### config.mk
export PLATFORM = sky130hd
export DESIGN_NAME = mod_updown_counter
export DESIGN_NICKNAME = d
export VERILOG_FILES = /design/src/rtl/counter_pkg.sv /design/src/rtl/cnt_prescaler.sv /design/src/rtl/mod_updown_counter.sv
export SDC_FILE = /design/constraint.sdc
export NUM_CORES = 1
export LEC_CHECK = 0
export BUFFER_PORTS_ARGS = -buffer_cell sky130_fd_sc_hd__buf_2
export CAP_MARGIN = 20
export CORE_MARGIN = 1
export CORE_UTILIZATION = 40
export DETAILED_ROUTE_END_ITERATION = 16
export GPL_TIMING_DRIVEN = 0
export HOLD_SLACK_MARGIN = 0.08
export PLACE_DENSITY = 0.76
export SKIP_LAST_GASP = 1
export SYNTH_ARGS = -nofsm -noshare
export SYNTH_HDL_FRONTEND = slang
export SYNTH_HIERARCHICAL = 1
export SYNTH_SLANG_ARGS = --single-unit
### constraint.sdc
create_clock -name clk -period 2.6 [get_ports clk]
set_clock_uncertainty 0.1 [all_clocks]
set_input_delay 0.52 -clock clk [delete_from_list [all_inputs] [get_ports clk]]
set_output_delay 0.52 -clock clk [all_outputs]
set_load 0.03 [all_outputs]
### src/rtl/counter_pkg.sv
// Shared types and widened step arithmetic
// for the modulo up/down counter.
package counter_pkg;

  typedef enum logic [0:0] {
    CNT_WRAP = 1'b0,
    CNT_SAT  = 1'b1
  } cnt_mode_t;

  localparam int CNT_XW = 33;

  typedef logic [CNT_XW-1:0] cnt_x_t;

  typedef struct packed {
    cnt_x_t val;
    logic   limit;
  } cnt_step_t;

  // One bit wider than any count so MODULUS=2**WIDTH stays exact.
  function automatic cnt_step_t cnt_step(
    input cnt_x_t    cur,
    input logic      up,
    input cnt_x_t    modulus,
    input cnt_mode_t mode
  );
    cnt_step_t r;
    cnt_x_t    one;
    cnt_x_t    top;
    one     = cnt_x_t'(1);
    top     = modulus - one;
    r.limit = up ? (cur == top) : (cur == '0);
    r.val   = up ? (cur + one) : (cur - one);
    if (r.limit) begin
      if (mode == CNT_SAT) begin
        r.val = cur;
      end else begin
        r.val = up ? '0 : top;
      end
    end
    return r;
  endfunction

endpackage

### src/rtl/cnt_prescaler.sv
// Enable-gated prescaler producing one tick
// every PRESCALE enabled cycles.
module cnt_prescaler
  import counter_pkg::*;
#(
  parameter int PRESCALE = 1
) (
  input  logic clk,
  input  logic rst_n,
  input  logic en,
  input  logic sync_clr,
  output logic tick
);

  if (PRESCALE < 1 || PRESCALE > 65535) begin : g_bad_ps
    $fatal(1, "cnt_prescaler: PRESCALE out of range");
  end

  if (PRESCALE == 1) begin : g_direct
    logic unused_in;
    assign unused_in = clk ^ rst_n ^ sync_clr;
    assign tick      = en;
  end else begin : g_div
    localparam int PW = $clog2(PRESCALE);
    localparam logic [PW-1:0] LAST = PW'(PRESCALE - 1);

    logic [PW-1:0] ps_q;
    logic [PW-1:0] ps_d;

    assign tick = en && (ps_q == LAST);

    always_comb begin
      ps_d = ps_q;
      if (sync_clr || tick) begin
        ps_d = '0;
      end else if (en) begin
        ps_d = ps_q + PW'(1);
      end
    end

    always_ff @(posedge clk or negedge rst_n) begin
      if (!rst_n) begin
        ps_q <= '0;
      end else begin
        ps_q <= ps_d;
      end
    end
  end

endmodule

### src/rtl/mod_updown_counter.sv
// Prescaled modulo up/down counter with wrap or
// saturate limits, terminal-count pulse and sticky ovf.
module mod_updown_counter
  import counter_pkg::*;
#(
  parameter int        WIDTH    = 8,
  parameter int        MODULUS  = 2**WIDTH,
  parameter int        PRESCALE = 1,
  parameter cnt_mode_t MODE     = CNT_WRAP
) (
  input  logic             clk,
  input  logic             rst_n,
  input  logic             en,
  input  logic             up,
  input  logic             clr,
  input  logic             load,
  input  logic [WIDTH-1:0] load_val,
  output logic [WIDTH-1:0] cnt,
  output logic             tc,
  output logic             ovf
);

  if (WIDTH < 1 || WIDTH > 30) begin : g_bad_w
    $fatal(1, "mod_updown_counter: WIDTH out of range");
  end

  if (MODULUS < 2 || MODULUS > 2**WIDTH) begin : g_bad_mod
    $fatal(1, "mod_updown_counter: MODULUS out of range");
  end

  if (PRESCALE < 1) begin : g_bad_ps
    $fatal(1, "mod_updown_counter: PRESCALE must be >= 1");
  end

  localparam cnt_x_t MOD_X = cnt_x_t'(MODULUS);
  localparam cnt_x_t TOP_X = MOD_X - cnt_x_t'(1);

  logic [WIDTH-1:0] cnt_q;
  logic [WIDTH-1:0] cnt_d;
  logic             tc_q;
  logic             tc_d;
  logic             ovf_q;
  logic             ovf_d;

  logic             tick;
  cnt_x_t           cnt_x;
  cnt_x_t           ld_x;
  logic [WIDTH-1:0] ld_val;
  cnt_step_t        step;
  logic             unused_hi;

  cnt_prescaler #(
    .PRESCALE (PRESCALE)
  ) u_ps (
    .clk      (clk),
    .rst_n    (rst_n),
    .en       (en),
    .sync_clr (clr | load),
    .tick     (tick)
  );

  assign cnt_x     = cnt_x_t'(cnt_q);
  assign ld_x      = cnt_x_t'(load_val);
  assign step      = cnt_step(cnt_x, up, MOD_X, MODE);
  assign unused_hi = ^step.val[CNT_XW-1:WIDTH];

  assign ld_val = (ld_x >= MOD_X) ? TOP_X[WIDTH-1:0]
                                  : load_val;

  // A load on a tick edge suppresses that tick entirely.
  always_comb begin
    cnt_d = cnt_q;
    tc_d  = 1'b0;
    ovf_d = ovf_q;
    if (clr) begin
      cnt_d = '0;
      ovf_d = 1'b0;
    end else if (load) begin
      cnt_d = ld_val;
    end else if (tick) begin
      cnt_d = step.val[WIDTH-1:0];
      if (step.limit) begin
        tc_d  = 1'b1;
        ovf_d = 1'b1;
      end
    end
  end

  always_ff @(posedge clk or negedge rst_n) begin
    if (!rst_n) begin
      cnt_q <= '0;
      tc_q  <= 1'b0;
      ovf_q <= 1'b0;
    end else begin
      cnt_q <= cnt_d;
      tc_q  <= tc_d;
      ovf_q <= ovf_d;
    end
  end

  assign cnt = cnt_q;
  assign tc  = tc_q;
  assign ovf = ovf_q;

endmodule

==> impl_metrics.env <==
export IMPL_drt_iter0_drc=15
export IMPL_synth_nets=129
export IMPL_start_kind="flip-flop"
export IMPL_dieArea_mm2=0.002387
export IMPL_final_setup_viol_count=0
export IMPL_drv_slew=0
export IMPL_cts_sinks=10
export IMPL_port_buffers=21
export IMPL_cts_resized=0
export IMPL_p_switching_mw=0.2322
export IMPL_crit_path_end_kind="flip-flop"
export IMPL_p_leak_nw=0.4957
export IMPL_r2r_start="cnt[0]"
export IMPL_synth_cell_type_count=43
export IMPL_htree_levels=1
export IMPL_wirelength_mm=2.161
export IMPL_postLayoutSetupSlackWorst_ns=0.4960
export IMPL_timing_final_crit_share_pct=80.92
export IMPL_cts_buffers_inserted=3
export IMPL_start_util_pct=43.44
export IMPL_synth_cells=108
export IMPL_dieWidth_um=48.86
export IMPL_power_density_mw_per_mm2=554.1
export IMPL_postSynth_asyncResetShare_pct=100.0
export IMPL_fillers=189
export IMPL_hold_violations=0
export IMPL_hold_start="load_val[3]"
export IMPL_drc=0
export IMPL_grt_max_degree=11
export IMPL_avgViaCountPerCell=5.596
export IMPL_drive_gt1_share_pct=25.37
export IMPL_n_antenna_cell=0
export IMPL_wire_per_inst_um=13.42
export IMPL_fin_crit_ns=2.104
export IMPL_ys_ff_latch=10
export IMPL_p_clk_share_pct=24.5
export IMPL_switching_share_pct=39.40
export IMPL_run_status="completed"
export IMPL_post_synth_top_area_cell="dfrtp_1"
export IMPL_vias=901
export IMPL_synth_common_cells="15 x nor2_1, 11 x a21oi_1, 10 x dfrtp_1"
export IMPL_cap_violations=0
export IMPL_drtAntennaViolNets=0
export IMPL_slew_limit_headroom_pct=73.95
export IMPL_worst_slew_pin_slew_ns=0.3894
export IMPL_crit_start="cnt[0]"
export IMPL_syn2layout_area_growth_pct=21.08
export IMPL_fin_hold_ws_ns=0.3930
export IMPL_globalRouteOverflowTotal=0
export IMPL_yosysWarnings=6
export IMPL_path_class="reg2reg"
export IMPL_arrival_ns=2.21
export IMPL_rsz0062_at_grt="no"
export IMPL_synth_area_leaders="dfrtp_1 28%, ha_1 8.5%, nor2_1 6.4%"
export IMPL_stdcell_count=161
export IMPL_dr_pass1_iters=4
export IMPL_ir_drop_uv=245.7
export IMPL_dp_cells=156
export IMPL_grt_pass1_vias=855
export IMPL_antenna_found_initial=0
export IMPL_max_stage_delay_ns=0.52
export IMPL_yosys_most_used_dff="dfrtp_1"
export IMPL_grt_first_pass_wirelength_mm=3.643
export IMPL_rows=16
export IMPL_post_cts_buffers=0
export IMPL_ctsHoldBuffers=1
export IMPL_layout_nets=156
export IMPL_synth_edff_count=0
export IMPL_yosysTopAreaCellShare_pct=28.49
export IMPL_globalRouteTotalUtil_pct=19.85
export IMPL_chipHeight_um=48.86
export IMPL_clk_pin_slew_worst_paths_ns=0.07
export IMPL_synth_most_common_cell="nor2_1"
export IMPL_clock_fmax_mhz=475.3
export IMPL_p_int_mw=0.3571
export IMPL_syn_area_per_cell_um2=8.133
export IMPL_worstPathCellList="inv_1 -> fa_1 -> nor2b_2 -> o31a_2 -> o21ai_2 -> a2111oi_0 -> nand3b_1"
export IMPL_pwr_share_comb_pct=41.4
export IMPL_ys_seq_area_share_pct=28.49
export IMPL_path_delay_family="compound AO/OA/AOI/OAI gates"
export IMPL_io_pins=24
export IMPL_dp_hpwl_mm=1.661
export IMPL_root_buffer="clkbuf_4"
export IMPL_crit_buf_inv=1
export IMPL_seq_power_share_pct=34.1
export IMPL_routabilityCongestion=0.8495
export IMPL_path_max_fanout=7
export IMPL_syn_area_um2=878.3
export IMPL_min_path_type="in2reg"
export IMPL_dp_slack_ns=0.2997
export IMPL_setup_tns_ns=0
export IMPL_insertion_delay_ns=0.27
export IMPL_utilization_pct=52.60
export IMPL_crit_required_ns=2.70
export IMPL_cts_tree="done"
export IMPL_cpMaxStageDelayCell="dfrtp_1"
export IMPL_coreArea_mm2=0.002022
export IMPL_clockBufferDepth=2
-- state kept, by name (all words and copies together) (netlist names) --
signal  cells
tc          1
cnt         8
ovf         1
-- layer usage --
metal / global-route usage [%] / vias up / wire, µm / part of all wire (%)
met4: 9.804 / 0 / 50 / 2.3
met5: 0 / - / 0 / 0
met1: 22.05 / 424 / 927 / 43
li1: - / 443 / - / -
met2: 35.88 / 27 / 1098 / 51
met3: 3.738 / 7 / 84 / 3.9
-- cells in the final DEF (no fill, tap or decap), drive strengths merged, types with 2 or more instances in the layout --
cell type and count:
buf 23, nor2 15, a21oi 11, dfrtp 10, o21ai 8, inv 7, nand2 7, ha 6
nor2b 5, clkbuf 5, xnor2 4, nor3 3, nand2b 3, nand4 2, a31oi 2, nand3 2
-- cell families (layout without fill, tap and decap cells) --
group | after synthesis | in the layout | synth area share (%)
adders and majority gates | 7 | 7 | 10.83
xor gates and xnor gates | 5 | 5 | 4.986
DFF | 10 | 10 | 28.49
buffers and inverters | 10 | 36 | 4.843
AOI/OAI and AO/OA | 33 | 33 | 24.08
and+or+nand+nor | 42 | 42 | 25.64
muxes | 1 | 1 | 1.140
-- power by group through the flow --
stage / combinational, mW / clock, mW / sequential [mW]
6_report: 0.244 / 0.144 / 0.201
5_1_grt: 0.267 / 0.157 / 0.204
4_1_cts: 0.244 / 0.148 / 0.201
3_5_place_dp: 0.241 / 0 / 0.204
3_3_place_gp: 0.232 / 0 / 0.203
2_1_floorplan: 0.145 / 0 / 0.232
-- cell type report --
type | count | area (µm²) | share of cell area [%]
inverters | 7 | 26.28 | 2.471
flip-flops and latches | 10 | 250.2 | 23.53
repair buffers | 22 | 115.1 | 10.82
well taps | 27 | 33.78 | 3.176
multi-input cells | 88 | 585.6 | 55.06
clock buffers | 4 | 36.28 | 3.412
plain buffers | 3 | 16.27 | 1.529
-- per-stage QoR --
| step | power, mW | cell area (µm²) |
|---|---|---|
| finish | 0.5893 | 1064 |
| global route | 0.6284 | 1064 |
| CTS | 0.5918 | 1064 |
| detailed placement | 0.4448 | 1017 |
| global placement | 0.4358 | 1017 |
| floorplan | 0.3762 | 878.3 |
-- final timing paths --
path	cells after the start	slack, ns	to
min in group asynchronous	2	0.53	cnt[1]
max in group asynchronous	2	1.67	cnt[7]
min	3	0.39	cnt[3]
max	7	0.50	cnt[6]
min reg2reg	2	0.42	ovf
max reg2reg	7	0.50	cnt[6]
-- worst register-to-register path, delay by kind of cell (launching register included) --
kind / cells / cell delay, ns
AND/OR/NAND/NOR: 2 / 0.29
buffers and inverters: 1 / 0.10
adder cells (fa/ha/maj): 1 / 0.45
AO/OA/AOI/OAI: 3 / 0.57
flip-flops: 1 / 0.52
(Power assumes the default switching activity.)
